$ cat config.mk
export PLATFORM = sky130hd
export DESIGN_NAME = seg_scan_decoder
export DESIGN_NICKNAME = d
export VERILOG_FILES = /design/src/rtl/seg_scan_pkg.sv /design/src/rtl/seg_glyph_decode.sv /design/src/rtl/seg_scan_decoder.sv
export SDC_FILE = /design/constraint.sdc
export NUM_CORES = 1
export LEC_CHECK = 0
export ABC_AREA = 1
export BUFFER_PORTS_ARGS = -buffer_cell sky130_fd_sc_hd__buf_2
export CORE_UTILIZATION = 45
export CTS_CLUSTER_SIZE = 20
export DETAILED_ROUTE_END_ITERATION = 6
export GPL_TIMING_DRIVEN = 0
export SLEW_MARGIN = 5
export SYNTH_ARGS = -nofsm -noshare
export SYNTH_HDL_FRONTEND = slang
export SYNTH_HIERARCHICAL = 1
export SYNTH_SLANG_ARGS = --single-unit
$ cat constraint.sdc
create_clock -name i_oszClk -period 12.9 [get_ports i_oszClk]
set_input_delay 2.58 -clock i_oszClk [delete_from_list [all_inputs] [get_ports i_oszClk]]
set_output_delay 2.58 -clock i_oszClk [all_outputs]
set_load 0.02 [all_outputs]
$ cat src/rtl/seg_scan_pkg.sv
// Shared constants and types for the multiplexed 7-segment scan decoder.
// Glyph bytes are active-low cathode patterns with the decimal point off.
package seg_scan_pkg;

  localparam int NUM_DIGITS = 8;

  localparam logic [7:0] GLYPH_0 = 8'hC0;
  localparam logic [7:0] GLYPH_1 = 8'hF9;
  localparam logic [7:0] GLYPH_2 = 8'hA4;
  localparam logic [7:0] GLYPH_3 = 8'hB0;
  localparam logic [7:0] GLYPH_4 = 8'h99;
  localparam logic [7:0] GLYPH_5 = 8'h92;
  localparam logic [7:0] GLYPH_6 = 8'h82;
  localparam logic [7:0] GLYPH_7 = 8'hF8;
  localparam logic [7:0] GLYPH_8 = 8'h80;
  localparam logic [7:0] GLYPH_9 = 8'h90;
  localparam logic [7:0] GLYPH_A = 8'h88;
  localparam logic [7:0] GLYPH_B = 8'h83;
  localparam logic [7:0] GLYPH_C = 8'hC6;
  localparam logic [7:0] GLYPH_D = 8'hA1;
  localparam logic [7:0] GLYPH_E = 8'h86;
  localparam logic [7:0] GLYPH_F = 8'h8E;

  // Entry i holds the glyph for hex value i.
  localparam logic [15:0][7:0] GLYPH_TBL = {
    GLYPH_F, GLYPH_E, GLYPH_D, GLYPH_C, GLYPH_B, GLYPH_A, GLYPH_9, GLYPH_8,
    GLYPH_7, GLYPH_6, GLYPH_5, GLYPH_4, GLYPH_3, GLYPH_2, GLYPH_1, GLYPH_0
  };

  typedef struct packed {
    logic [3:0] nibble;
    logic       dp;
    logic       unknown;
  } digit_rec_t;

endpackage

$ cat src/rtl/seg_glyph_decode.sv
// Maps seven active-low segment lines (a..g) to a hex nibble; patterns that
// are not one of the sixteen glyphs report unknown with nibble 0.
module seg_glyph_decode
  import seg_scan_pkg::*;
(
  input  logic [6:0] i_seg,
  output logic [3:0] o_nibble,
  output logic       o_unknown
);

  always_comb begin
    o_nibble  = '0;
    o_unknown = 1'b1;
    for (int i = 0; i < 16; i++) begin
      if (i_seg == GLYPH_TBL[i][6:0]) begin
        o_nibble  = 4'(i);
        o_unknown = 1'b0;
      end
    end
  end

endmodule

$ cat src/rtl/seg_scan_decoder.sv
// Recovers 8 hex digits from a scanned, multiplexed 7-segment display bus.
// Optional blank-display timeout is enabled with `define SEG_SCAN_TIMEOUT_EN.
module seg_scan_decoder
  import seg_scan_pkg::*;
#(
  parameter int unsigned STABLE_CYCLES  = 4,
  parameter int unsigned TIMEOUT_CYCLES = 65535
) (
  input  logic        i_oszClk,
  input  logic        i_nReset,
  input  logic [7:0]  i_anodes,
  input  logic [7:0]  i_cathodes,
  output logic [31:0] o_digits,
  output logic [7:0]  o_dp,
  output logic [7:0]  o_unknown,
  output logic        o_frameValid,
  output logic        o_blank
);

  localparam logic [7:0] STABLE_C = 8'(STABLE_CYCLES);

  logic [7:0]  an_s1_q, an_s2_q, ca_s1_q, ca_s2_q;
  logic [15:0] sample, prev_q;
  logic [7:0]  cnt_q, cnt_d;
  logic        active, accept, tmo_hit;
  logic [2:0]  idx;
  logic [3:0]  dec_nibble;
  logic        dec_unknown;

  digit_rec_t [NUM_DIGITS-1:0] store_q, store_d;
  logic [NUM_DIGITS-1:0]       seen_q, seen_d;
  logic [31:0]                 digits_q, digits_d;
  logic [7:0]                  dp_q, dp_d, unk_q, unk_d;
  logic                        fv_q, fv_d;

  // Synchronizers reset to all-ones so the bus looks idle out of reset.
  always_ff @(posedge i_oszClk or negedge i_nReset) begin
    if (!i_nReset) begin
      an_s1_q <= '1;
      an_s2_q <= '1;
      ca_s1_q <= '1;
      ca_s2_q <= '1;
    end else begin
      an_s1_q <= i_anodes;
      an_s2_q <= an_s1_q;
      ca_s1_q <= i_cathodes;
      ca_s2_q <= ca_s1_q;
    end
  end

  assign sample = {an_s2_q, ca_s2_q};

  seg_glyph_decode u_dec (
    .i_seg     (ca_s2_q[6:0]),
    .o_nibble  (dec_nibble),
    .o_unknown (dec_unknown)
  );

  always_comb begin
    active = $onehot(~an_s2_q);
    idx    = '0;
    for (int i = 0; i < NUM_DIGITS; i++) begin
      if (!an_s2_q[i]) idx = 3'(i);
    end
  end

  // Accept only on the transition into STABLE so a held pattern fires once.
  always_comb begin
    cnt_d = cnt_q;
    if (!active)                cnt_d = '0;
    else if (sample != prev_q)  cnt_d = 8'd1;
    else if (cnt_q < STABLE_C)  cnt_d = cnt_q + 8'd1;
    accept = active && (cnt_d == STABLE_C) && (cnt_q != STABLE_C);
  end

  always_comb begin
    store_d  = store_q;
    seen_d   = seen_q;
    digits_d = digits_q;
    dp_d     = dp_q;
    unk_d    = unk_q;
    fv_d     = 1'b0;
    if (accept) begin
      store_d[idx] = '{nibble: dec_nibble, dp: ~ca_s2_q[7], unknown: dec_unknown};
      seen_d[idx]  = 1'b1;
    end
    if (seen_d == '1) begin
      for (int n = 0; n < NUM_DIGITS; n++) begin
        digits_d[4*n +: 4] = store_d[n].nibble;
        dp_d[n]            = store_d[n].dp;
        unk_d[n]           = store_d[n].unknown;
      end
      fv_d   = 1'b1;
      seen_d = '0;
    end else if (tmo_hit) begin
      seen_d = '0;
    end
  end

  always_ff @(posedge i_oszClk or negedge i_nReset) begin
    if (!i_nReset) begin
      prev_q   <= '1;
      cnt_q    <= '0;
      store_q  <= '0;
      seen_q   <= '0;
      digits_q <= '0;
      dp_q     <= '0;
      unk_q    <= '0;
      fv_q     <= 1'b0;
    end else begin
      prev_q   <= sample;
      cnt_q    <= cnt_d;
      store_q  <= store_d;
      seen_q   <= seen_d;
      digits_q <= digits_d;
      dp_q     <= dp_d;
      unk_q    <= unk_d;
      fv_q     <= fv_d;
    end
  end

  assign o_digits     = digits_q;
  assign o_dp         = dp_q;
  assign o_unknown    = unk_q;
  assign o_frameValid = fv_q;

`ifdef SEG_SCAN_TIMEOUT_EN
  localparam logic [15:0] TIMEOUT_C = 16'(TIMEOUT_CYCLES);

  logic [15:0] idle_q, idle_d;
  logic        blank_q, blank_d;

  // Counter saturates at the limit so the blank event fires only once.
  always_comb begin
    idle_d  = idle_q;
    blank_d = blank_q;
    tmo_hit = 1'b0;
    if (accept) begin
      idle_d  = '0;
      blank_d = 1'b0;
    end else if (idle_q != TIMEOUT_C) begin
      idle_d = idle_q + 16'd1;
      if (idle_d == TIMEOUT_C) begin
        blank_d = 1'b1;
        tmo_hit = 1'b1;
      end
    end
  end

  always_ff @(posedge i_oszClk or negedge i_nReset) begin
    if (!i_nReset) begin
      idle_q  <= '0;
      blank_q <= 1'b0;
    end else begin
      idle_q  <= idle_d;
      blank_q <= blank_d;
    end
  end

  assign o_blank = blank_q;
`else
  logic [15:0] unused_timeout;
  assign unused_timeout = 16'(TIMEOUT_CYCLES);
  assign tmo_hit        = 1'b0;
  assign o_blank        = 1'b0;
`endif

endmodule

# Word level (Yosys, flattened, before mapping)
# Index checks and enable logic that the tools add are counted.
[word_totals]
output_inout_bits = 50
romBits = 0
inputBits = 18
memories = 0
ramBits = 0
word_cells = 123
latch_bits = 0
register_bits = 161
[op_classes]
div = 0
multipliers = 0
addsub = 8
reduce_logical = 4
eq_ne = 20
n_shift = 0
order_cmp = 3
n_bitwise = 3
n_mux = 50
[op_table]
columns = ["op", "count"]
rows = [
  ["$bwmux W48", 1],
  ["$mux W48", 1],
  ["$mux W8", 5],
  ["$mux W4", 8],
  ["$mux W3", 10],
  ["$eq A7 B7 Y1 const B", 4],
  ["$eq A7 B5 Y1 const B", 3],
  ["$eq A7 B6 Y1 const B", 3],
  ["$mux W1", 20],
  ["$demux W6 S3", 1],
  ["$ne A16 B16 Y1", 1],
  ["$eq A7 B2 Y1 const B", 2],
  ["$eq A7 B4 Y1 const B", 2],
  ["$add A1 B1 Y2", 4],
  ["$add A8 B1 Y8 const B", 1],
  ["$eq A8 B3 Y1 const B", 1],
  ["$eq A8 B8 Y1 const B", 1],
  ["$lt A8 B3 Y1 const B", 1],
  ["$ne A8 B3 Y1 const B", 1],
  ["$not A8 Y8", 1],
  ["$or A8 B8 Y8", 1],
  ["$eq A7 B3 Y1 const B", 1],
  ["$logic_not A7 Y1", 1],
  ["$add A2 B2 Y3", 2],
  ["other kinds (9)", 12],
]

# Longest topological paths before layout
# Gate-level depths: netlist of the first run.
[logic_depth]
word_depth = 19
depth_mapped = 22
mapped_depth_nobuf = 20

# Modules after synthesis
# Netlist of the first run, hierarchy kept.
[modules_own_cells]
columns = ["mod", "cells_per_inst", "area_each_um2", "n_inst"]
rows = [
  ["seg_scan_decoder", 677, 6502.5, 1],
  ["seg_glyph_decode", 57, 292.8, 1],
]

# Worst setup path after synthesis of the first run
# No wires, ideal clock.
[synth_timing]
path_type = "register to register"
startpoint = "reg an_s2_q[1]"
endpoint = "reg digits_q[28] (netlist: o_digits[28])"
stages_incl_launch_ff = 21
n_path_buf = 2
path_slack_ps = 8429
arrival_time_ps = 4353
t_required_ps = 12783
setup_time_ps = 117
cell_sequence = "dfstp_2 > fa_1 > inv_1 > fa_1 > fa_1 > ha_1 > inv_1 > fa_1 > nand2_1 > a211oi_4 > nand4_1 > nor2_4 > nand3_2 > nand2_1 > nand2_1 > nor2_4 > nand2_2 > buf_6 > buf_6 > nand2_1 > nand2_1"
[synth_between]
elab_chain_len = 14
word_cells_on_any_way = 30
classes_between = "3 x add/sub; 2 x order compare; 4 x eq/ne; 16 x mux; 2 x bitwise; 3 x reduce/logical"
[synth_rtl]
columns = ["item", "line", "rtl"]
rows = [
  ["start: declaration", "seg_scan_decoder.sv:22", "logic [7:0] an_s1_q, an_s2_q, ca_s1_q, ca_s2_q;"],
  ["start signal: assignment", "seg_scan_decoder.sv:45", "an_s2_q <= an_s1_q;"],
  ["$mux W1", "seg_scan_decoder.sv:63", "if (!an_s2_q[i]) idx = 3'(i);"],
  ["$mux W3 (6 in a row)", "seg_scan_decoder.sv:63", ""],
  ["$lt A3 B4 Y1 (not written as such) or $ge A3 B1 Y1 (tied branches)", "seg_scan_decoder.sv:84, seg_scan_decoder.sv:85", ""],
  ["$logic_and A1 B1 Y1 (not written as such)", "seg_scan_decoder.sv:84, seg_scan_decoder.sv:85", ""],
  ["$mux W1 (not written as such)", "seg_scan_decoder.sv:85", "seen_d[idx] = 1'b1;"],
  ["$demux W1 S3", "seg_scan_decoder.sv:85", ""],
  ["$or A8 B8 Y8 (no line)", "--", ""],
  ["$mux W8", "seg_scan_decoder.sv:83", "if (accept) begin"],
  ["$eq A8 B8 Y1", "seg_scan_decoder.sv:87", "if (seen_d == '1) begin"],
  ["end signal: assignment", "seg_scan_decoder.sv:115", "digits_q <= digits_d;"],
  ["end: declaration", "seg_scan_decoder.sv:32", "logic [31:0] digits_q, digits_d;"],
]
# Parallel ways exist; a longest one is shown, timed or not.
# A chain may end at the register's enable or synchronous reset.

# Worst setup path after layout of the first run
[layout_timing]
startpoint = "reg an_s2_q[3]"
endpoint = "reg digits_q[21] (netlist: o_digits[21])"
[layout_between]
elab_chain_len = 12
word_cells_on_any_way = 28
classes_between = "3 x add/sub; 2 x order compare; 4 x eq/ne; 14 x mux; 2 x bitwise; 3 x reduce/logical"
[layout_rtl]
columns = ["item"]
rows = [
  ["branches (longest 12 deep; another with $add A3 B3 Y4)"],
]
# Several ways; the timed one is not identified.

==> results of run 1 <==
layout make-up:
| cell class | instances | area [sq um] |
|---|---|---|
| Buffer | 22 | 150 |
| Fill cell | 1312 | 6640 |
| Multi-Input combinational cell | 477 | 2280 |
| Timing Repair Buffer | 67 | 368 |
| Clock buffer | 22 | 528 |
| Sequential cell | 161 | 4090 |
| Clock inverter | 10 | 82.6 |
| Inverter | 74 | 278 |
| Tap cell | 184 | 230 |
sequential cells by signal, indices dropped and copies added, names as in the netlist:
register	flops
o_unknown	8
o_digits	32
prev_q	16
cnt_q	8
store_q	48
ca_s1_q	8
an_s2_q	8
seen_q	8
o_frameValid	1
o_dp	8
ca_s2_q	8
an_s1_q	8
routing by layer:
layer	vias up	wire length [microns]	track usage (%)
met3	14	540	4.90
li1	2432	-	-
met4	0	187	7.46
met2	107	6290	30.6
met5	-	0	0
met1	2354	6720	26.7
final timing paths:
check / from / end / slack [ns] / cells after the start
max: an_s2_q[3]$_DFF_PN1_ / o_digits[21]$_DFFE_PN0N_ / 7.88 / 19
min: ca_s1_q[4]$_DFF_PN1_ / ca_s2_q[4]$_DFF_PN1_ / 0.35 / 0
max reg2reg: an_s2_q[3]$_DFF_PN1_ / o_digits[21]$_DFFE_PN0N_ / 7.88 / 19
min reg2reg: ca_s1_q[4]$_DFF_PN1_ / ca_s2_q[4]$_DFF_PN1_ / 0.35 / 0
max in group asynchronous: i_nReset / cnt_q[3]$_DFF_PN0_ / 10.01 / 2
min in group asynchronous: i_nReset / o_digits[21]$_DFFE_PN0N_ / 2.07 / 1
cells by family after synthesis:
family	synth area share, %
AND/OR/NAND/NOR	27.8
flip-flops	60.2
buffers and inverters	6.30
AO/OA/AOI/OAI	1.79
XOR/XNOR	1.79
adder cells (fa/ha/maj)	2.10
other	0.0552
placed cells by master, fill, tap and decap left out, types with 2 or more instances in the layout:
cell,synthesis,routed
nor2_4,2,2
nand2_1,296,296
o21ai_0,9,9
inv_6,0,5
buf_6,4,4
fa_1,4,4
nand3_2,10,10
dfrtp_1,113,113
dfstp_2,48,48
nand4_1,6,6
nand2_2,2,2
nand3_1,59,59
o21ai_2,2,2
buf_2,12,77
clkbuf_8,0,2
xnor2_1,8,8
inv_2,8,8
clkbuf_16,0,20
inv_1,66,66
xor2_1,4,4
nor2_1,43,43
ha_1,5,5
nor2_2,7,7
a21oi_1,2,2
buf_4,6,6
o21a_1,2,2
nor3_1,3,3
where the power goes:
part | switching [mW] | internal, mW
combinational | 0.0422 | 0.0225
clock | 0.211 | 0.296
sequential | 0.00839 | 0.520
metrics by stage:
stage               cell area (sq um)  std cells
finish                           8000       1017
global route                     8000       1017
CTS                              8000       1017
detailed placement               7390        985
global placement                 7360        984
floorplan                        6800        734
==> results.md, run 1 <==
- Post-synth top area share: 41.6%
- Setup violations, final: 0
- Ranking of synthesized cells by area: dfrtp_1, dfstp_2, nand2_1, nand3_1, inv_1
- Most numerous cell in the Yosys netlist: nand2_1
- Final Cycle Share: 38.9%
- Placer Congestion: 0.978
- Ys async rst share: 100%
- CP delay by family, top: adder cells
- Die width: 125 microns
- #FFs+latches synth: 161
- Final wirelength: 13700 microns
- Crit. End Element: flop
- Final worst slack: 7.88 ns
- Bufs and invs on worst path: 4
- First-pass GRT wire length: 24000 microns
- Post-route DRC: 8
- Ys Warns: 6
- Delay of the slowest cell on the worst path: 0.59 ns
- Setup tns final: 0 ns
- Power per cell area: 137 nW/um^2
- CP Data Arrival Time: 5.38 ns
- Final Skew: 0.00688 ns
- Via count: 4907
- Mean area per synthesized cell: 9.26 sq um
- Die Y: 125 microns
- Final #Nets: 847
- Worst slew margin: 65.7%
- Tot Pwr: 1.10 mW
- Post-synth EDFFs: 0
- Mapped Cells: 734
- Clock root cell: clkbuf_16
- HP Class: flop to flop
- Worst-Margin Slew: 0.515 ns
- Pleak: 4.42 nW
- FP Rows: 44
- Placed wire-length estimate: 9350 microns
- CP required: 13.27 ns
- Ant. Diodes: 0
- Sequential share of the synthesized area: 60.2%
- Critical path, cell by cell: fa_1, inv_1, fa_1, fa_1, ha_1, inv_1, fa_1, nand2_1, a211oi_4, nand4_1, nor2_4, nand3_2, nand2_1, nand2_1, nor2_4, buf_6, buf_4, nand3_1, nand2_1
- Pins Over Slew Limit: 0
- Grt ovf: 0
- Worst vdd ir: 0.0872 mV
- Failing checks: DRC
- Worst path slowest cell: dfstp_2
- Share of cells above drive strength 1: 24.8%
- Tmin final: 5.02 ns
- Synth unique cells: 37
- First-pass DRT Iterations: 7
- Status: finished with violations
- Initial antenna violation count: 0
- Routed vias/inst: 4.82
- Worst hold slack: 0.355 ns
- DR iter-0 viols: 319
- Clock latency on the worst-skew pair: 0.43 ns
- Cts bufs inserted: 17
- Wire per inst: 13.5 microns
- Final Util: 54.7%
- Peak Freq: 0.199 GHz
- Hold Fails Final Rpt: 0
- Post-CTS sizing: 0
- Most frequent cells after synthesis: nand2_1, dfrtp_1, inv_1
- Number of global-route vias before repair: 4975
- Clock sinks: 161
- Setup WS pre-CTS: 7.90 ns
- Largest fanout on the critical path: 10
- Clock Pin Slew Worst Setup and Hold Paths: 0.06 ns
- Post-Syn Nets: 761
- Ys flop type: dfrtp_1
- Setup bufs post-CTS: 0
- Antenna Nets Post-Route: 0
- Port Buffers: 66
- Startpoint Class: flop
- Unrepaired setup endpoints after global routing: no
- Max-Cap Viols: 0
- CTS Hold Buffers Added: 0
- Largest net degree at the start of global routing: 108
- H-tree level count: 4
- Die area: 15600 sq um
- Area leader, netlist: dfrtp_1
- Max clock buf depth: 2
- Mapped Area: 6800 sq um
- CTS tree: built
- Area delta synth->final: 17.8%
- Core ar.: 14600 sq um
- Starting Density: 46.4%
- Gr usage total: 19.7%
- WS Path Type: flop to flop
- I/O Pins: 68
No activity file was read; power rests on OpenSTA's default activity.
==> run 2: changes to the inputs <==
Settings changed: ABC_AREA 1 to 0, PLACE_DENSITY set to 0.66.
Clock period 12.9 ns to 4.5 ns, I/O delays scaled along.
==> run 2 against run 1 <==
  * The run ends with setup timing left
  * Synthesized area is 3.1% lower
  * Via count shrank 16%
  * Combinational power rose to 3.2 times the previous value
  * Global-route usage down 0.38 points
  * Largest power group is now the clock network
  * Clock-buffer cell count rose by 1
  * Maximum frequency down 3.0%
  * Setup slack lost 8.6 ns
  * Clock power grew to 3.1 times the previous value
  * Critical path type unchanged
  * Die area is 3.1% lower
  * Critical path depth unchanged
==> results.md, run 2 <==
- Final Skew: 0.0121 ns
- Clock sinks: 161
- First-pass GRT wire length: 21700 microns
- H-tree level count: 4
- Placed wire-length estimate: 8360 microns
- Critical path, cell by cell: fa_1, inv_1, fa_1, fa_1, ha_2, inv_2, fa_2, nand2_2, or3_4, or3_1, buf_6, nor3_4, o211ai_1, or2_1, clkinv_2, buf_12, buf_12, buf_16, mux2_4
- Clock root cell: clkbuf_16
- Grt ovf: 0
- Die width: 123 microns
- HP Class: flop to flop
- Hold Fails Final Rpt: 0
- Number of global-route vias before repair: 4241
- I/O Pins: 68
- Setup violations, final: 98
- Mapped Cells: 472
- Unrepaired setup endpoints after global routing: yes
- Min-Delay Path Depth: 0
- CP delay by family, top: adder cells
- Synth unique cells: 60
- Power per cell area: 373 nW/um^2
- Worst path slowest cell: dfstp_2
- First-pass DRT Iterations: 5
- Mean area per synthesized cell: 13.9 sq um
- Final worst slack: -0.671 ns
- Core ar.: 14100 sq um
- Cts bufs inserted: 17
- Setup WS pre-CTS: -0.964 ns
- Starting Density: 46.7%
- Bufs and invs on worst path: 7
- CP required: 4.79 ns
- Post-Syn Nets: 499
- Worst slew margin: 41.5%
- Ant. Diodes: 0
- Sequential share of the synthesized area: 62.1%
- Largest register FFs: 48
- Post-route DRC: 0
- Worst hold slack: 0.351 ns
- Ys Warns: 6
- Sequential cell area: 4090 sq um
- Final #Nets: 626
- Worst vdd ir: 0.210 mV
- Post-synth EDFFs: 0
- Final Cell Area: 8800 sq um
- Commonest cells after routing, fill and taps aside: dfrtp_1, buf_2, mux2_4
- Area delta synth->final: 33.7%
- Largest fanout on the critical path: 8
- FP Rows: 43
- Crit. End Element: flop
- Clock Pin Slew Worst Setup and Hold Paths: 0.06 ns
- Routed vias/inst: 5.20
- Placed cell area: 7190 sq um
- Tot Pwr: 3.29 mW
- Hold Path End: an_s2_q[4]$_DFF_PN1_
- WS Path Type: flop to flop
- R2r endpoint: o_digits[6]$_DFFE_PN0N_
- Startpoint Class: flop
- Delay of the slowest cell on the worst path: 0.56 ns
- Largest net degree at the start of global routing: 94
- #FFs+latches synth: 161
- Max clock buf depth: 2
- Status: finished with violations
- Post-synth top area share: 43.0%
- Max-Cap Viols: 0
- Min-Delay Startpoint: an_s1_q[4]$_DFF_PN1_
- Die area: 15100 sq um
- Ys flop type: dfrtp_1
- Reg2reg path depth: 19
- Gr usage total: 19.3%
- Filler Cell Count: 1002
- Most frequent cells after synthesis: dfrtp_1, mux2_2, dfstp_2
- Cell mode on critical path: fa_1
- Via count: 4115
- Placer Congestion: 0.872
- Pins Over Slew Limit: 0
- Clock latency on the worst-skew pair: 0.41 ns
- Reg2Reg Launch Point: an_s2_q[1]$_DFF_PN1_
- CTS tree: built
- Commonest non-fill, non-tap cell in the layout: dfrtp_1
- Die Y: 123 microns
- Most numerous cell in the Yosys netlist: dfrtp_1
- Tmin final: 5.17 ns
- Multi-input gate area: 2700 sq um
- Failing checks: setup timing
- Peak Freq: 0.193 GHz
- Share of cells above drive strength 1: 55.2%
- Mapped Area: 6580 sq um
- Antenna Nets Post-Route: 0
- Port Buffers: 66
- Area leader, netlist: dfrtp_1
- CP Data Arrival Time: 5.46 ns
- Final wirelength: 14600 microns
- DR iter-0 viols: 252
- Largest register by flop count: store_q
- Ranking of synthesized cells by area: dfrtp_1, dfstp_2, mux2_2, mux2_1, xor2_1
- Worst-Margin Slew: 0.878 ns
- Flop2flop setup slack: -0.67 ns
- Ys async rst share: 100%
- CTS Hold Buffers Added: 0
- Pleak: 4.25 nW
- Initial antenna violation count: 0
- Final Cycle Share: 115%
- Wire per inst: 18.4 microns
## run 2: final cells by class
| cell class | count | area share [%] |
|---|---|---|
| Clock inverter | 9 | 2.05 |
| Tap cell | 180 | 2.56 |
| Sequential cell | 161 | 46.5 |
| Clock buffer | 23 | 5.32 |
| Buffer | 15 | 2.02 |
| Multi-Input combinational cell | 273 | 30.6 |
| Inverter | 20 | 0.867 |
| Timing Repair Buffer | 111 | 10.1 |
## run 2: worst register-to-register path, stage by stage (launching register included)
cell,delay (ns)
dfstp_2,0.56
fa_1,0.42
inv_1,0.08
fa_1,0.45
fa_1,0.53
ha_2,0.19
inv_2,0.04
fa_2,0.52
nand2_2,0.07
or3_4,0.42
or3_1,0.33
buf_6,0.15
nor3_4,0.14
o211ai_1,0.11
or2_1,0.28
clkinv_2,0.09
buf_12,0.15
buf_12,0.12
buf_16,0.11
mux2_4,0.29
## run 2: cell families after synthesis
kind of cell	count (synthesis)	share of synthesized area (%)
mux	89	15.2
simple gates	127	11.2
buf+inv	38	3.57
flops	161	62.1
compound gates	30	3.36
fa+ha+maj	9	2.17
other cells	1	0.0570
xor+xnor	17	2.26
## run 2: how the worst max path moves through the flow
stage / startpoint / end / slack [ns] / cells past startpoint
after CTS: an_s2_q[1]$_DFF_PN1_ / o_digits[8]$_DFFE_PN0N_ / -0.60 / 20
after floorplan: an_s2_q[3]$_DFF_PN1_ / o_digits[10]$_DFFE_PN0N_ / -0.47 / 19
final: an_s2_q[1]$_DFF_PN1_ / o_digits[6]$_DFFE_PN0N_ / -0.67 / 19
after global routing: an_s2_q[1]$_DFF_PN1_ / o_digits[4]$_DFFE_PN0N_ / -0.82 / 20
after global placement: an_s2_q[3]$_DFF_PN1_ / o_dp[6]$_DFFE_PN0N_ / -0.84 / 19
after detailed placement: an_s2_q[3]$_DFF_PN1_ / o_digits[30]$_DFFE_PN0N_ / -0.96 / 19
## run 2: metal layers
metal / track usage, % / routed length [microns]
met1: 24.9 / 6360
met3: 4.24 / 431
met2: 32.4 / 7580
met4: 6.48 / 205
met5: 0 / 0
## run 2: what timing repair did
item | in CTS | in global routing
resized for setup | 81 | 61
gates cloned | 2 | 1
pin swaps | 14 | 19
endpoints found under the setup margin | 104 | 99
setup buffers | 23 | 19
## run 2: stage by stage
| stage | setup TNS, ns | std cells | util [%] |
|---|---|---|---|
| floorplan | -22.26 | 472 | - |
| detailed placement | -60.78 | 720 | 51.0 |
| global route | -54.63 | 792 | 62.4 |
| finish | -41.57 | 792 | 62.4 |
| global placement | -51.79 | 718 | 50.7 |
| CTS | -36.19 | 775 | 59.6 |
## run 2: power breakdown
group          leakage, nW  internal [mW]  switching (mW)  total, mW
sequential            2.08           1.49          0.0208       1.51
combinational         1.85         0.0794           0.129      0.209
clock                0.312           1.02           0.548       1.57
==> run 3: changes to the inputs <==
Settings changed: BUFFER_PORTS_ARGS -buffer_cell sky130_fd_sc_hd__buf_2 to -buffer_cell sky130_fd_sc_hd__buf_4, PLACE_DENSITY 0.66 to not set.
Clock period 4.5 ns to 5.6 ns, I/O delays scaled along.
==> run 3 against run 2 <==
  * The flow now finishes without violations
  * Combinational power shrank 34%
  * Clock-buffer cell count rose by 1
  * Via count shrank 7.2%
  * Clock power decreased by 28%
  * Maximum frequency down 2.9%
  * Total power fell by 24%
  * First-iteration DRC count down 31%
  * Sequential cell count stayed put
  * Global-route usage down 0.78 points
  * Hold slack improved by 0.0038 ns
  * Critical path type unchanged
  * Largest cell class unchanged
==> results.md, run 3 (synthesis results as in run 2) <==
- Pleak: 3.90 nW
- HP Class: flop to flop
- Die Y: 123 microns
- Multi-input gate area: 2270 sq um
- Initial antenna violation count: 0
- CP Data Arrival Time: 5.63 ns
- Clock root cell: clkbuf_16
- I/O Pins: 68
- Min-Delay Startpoint: ca_s1_q[5]$_DFF_PN1_
- Grt ovf: 0
- Via count: 3820
- Delay of the slowest cell on the worst path: 0.60 ns
- Power per cell area: 312 nW/um^2
- Port Buffers: 66
- CP delay by family, top: adder cells
- Sequential cell area: 4090 sq um
- First-pass GRT wire length: 20700 microns
- R2r endpoint: o_digits[8]$_DFFE_PN0N_
- Cts bufs inserted: 17
- Largest register by flop count: store_q
- Clock Pin Slew Worst Setup and Hold Paths: 0.06 ns
- Final #Nets: 588
- Die width: 123 microns
- CTS Hold Buffers Added: 0
- Commonest non-fill, non-tap cell in the layout: dfrtp_1
- Ant. Diodes: 0
- Largest register FFs: 48
- Peak Freq: 0.188 GHz
- Die area: 15100 sq um
- Core ar.: 14100 sq um
- FP Rows: 43
- Worst vdd ir: 0.205 mV
- Routed vias/inst: 5.07
- Final worst slack: 0.273 ns
- Clock latency on the worst-skew pair: 0.43 ns
- Hold Fails Final Rpt: 0
- Starting Density: 46.7%
- Area delta synth->final: 20.9%
- Commonest cells after routing, fill and taps aside: dfrtp_1, buf_4, mux2_2
- Flop2flop setup slack: 0.27 ns
- Placed wire-length estimate: 8250 microns
- Max clock buf depth: 2
- Bufs and invs on worst path: 6
- Final Skew: 0.0116 ns
- Wire per inst: 16.3 microns
- Pins Over Slew Limit: 0
- Placer Congestion: 0.836
- H-tree level count: 4
- Final Cell Area: 7960 sq um
- Crit. Startpoint: an_s2_q[3]$_DFF_PN1_
- Unrepaired setup endpoints after global routing: no
- Cell mode on critical path: fa_1
- CP required: 5.90 ns
- Final wirelength: 12300 microns
- Share of cells above drive strength 1: 41.3%
- Levels on crit path: 19
- Status: completed
- First-pass DRT Iterations: 4
- Gr usage total: 18.5%
- Setup tns final: 0 ns
- Worst-Margin Slew: 0.671 ns
- Post-route DRC: 0
- Tot Pwr: 2.48 mW
- DR iter-0 viols: 175
- Antenna Nets Post-Route: 0
- Inst Count DP: 720
- Max-Cap Viols: 0
- Critical path, cell by cell: fa_1, inv_1, fa_1, fa_1, ha_1, inv_1, fa_1, nor2_1, a31oi_1, or3_4, or3_1, buf_4, nor3_4, o211ai_1, or2_1, clkinv_2, buf_8, buf_8, mux2_1
- Filler Cell Count: 1205
- Reg2reg path depth: 19
- Placed cell area: 7350 sq um
- Final Cycle Share: 95.1%
- Setup WS pre-CTS: 0.147 ns
- Startpoint Class: flop
- Tmin final: 5.33 ns
- Post-Layout Cell Count: 754
- CP endpoint: o_digits[8]$_DFFE_PN0N_
- Largest fanout on the critical path: 10
- Reg2Reg Launch Point: an_s2_q[3]$_DFF_PN1_
- Crit. End Element: flop
- WS Path Type: flop to flop
- Setup violations, final: 0
- Worst path slowest cell: dfstp_2
- Clock sinks: 161
- CTS tree: built
- Worst slew margin: 55.0%
- Number of global-route vias before repair: 4065
- Largest net degree at the start of global routing: 102
## run 3: cell types whose count changed in the layout (fill, tap and decap cells not counted), moves of 9 or more
cell     previous run  this run
mux2_2             19        51
nand2_2            11         1
buf_4              24        75
buf_12              9         0
nand2_1            19        32
buf_6              18         3
mux2_4             63         2
mux2_1              1        30
buf_2              66         1
## run 3: metal layers
metal	vias up	wire, microns	track usage (%)
li1	1790	-	-
met2	82	5880	29.2
met1	1928	5710	23.8
met4	0	231	7.85
met3	20	474	5.54
met5	-	0	0
## run 3: metrics by stage
step	utilization, %	hold slack [ns]
4_1_cts	56.3	0.355
3_5_place_dp	52.2	0.347
6_report	56.5	0.354
3_3_place_gp	51.8	0.346
2_1_floorplan	-	0.345
5_1_grt	56.5	0.359
## run 3: how the worst min path moves through the flow
| stage | depth (start not counted) | endpoint |
|---|---|---|
| floorplan | 0 | an_s2_q[0]$_DFF_PN1_ |
| global placement | 0 | ca_s2_q[1]$_DFF_PN1_ |
| detailed placement | 0 | ca_s2_q[3]$_DFF_PN1_ |
| CTS | 0 | an_s2_q[4]$_DFF_PN1_ |
| global route | 0 | ca_s2_q[0]$_DFF_PN1_ |
| finish | 0 | ca_s2_q[5]$_DFF_PN1_ |
## run 3: report_power, final
| group | internal [mW] | leakage [nW] | switching, mW |
|---|---|---|---|
| Sequential | 1.20 | 2.08 | 0.0168 |
| Combinational | 0.0496 | 1.53 | 0.0885 |
| Clock | 0.677 | 0.289 | 0.454 |
| Total | 1.92 | 3.90 | 0.559 |
## run 3: cell type report
type / count / area share (%)
buffer: 17 / 1.95
multi-input combinational: 273 / 28.6
sequential: 161 / 51.4
inverter: 20 / 0.959
timing repair buffer: 71 / 7.04
tap: 180 / 2.83
clock inverter: 8 / 0.959
clock buffer: 24 / 6.33
## run 3: timing repair
item | CTS | global route
resized for setup | 0 | 2
setup buffers | 0 | 3
endpoints found under the hold margin | 0 | 0
setup endpoints to repair | 0 | 42
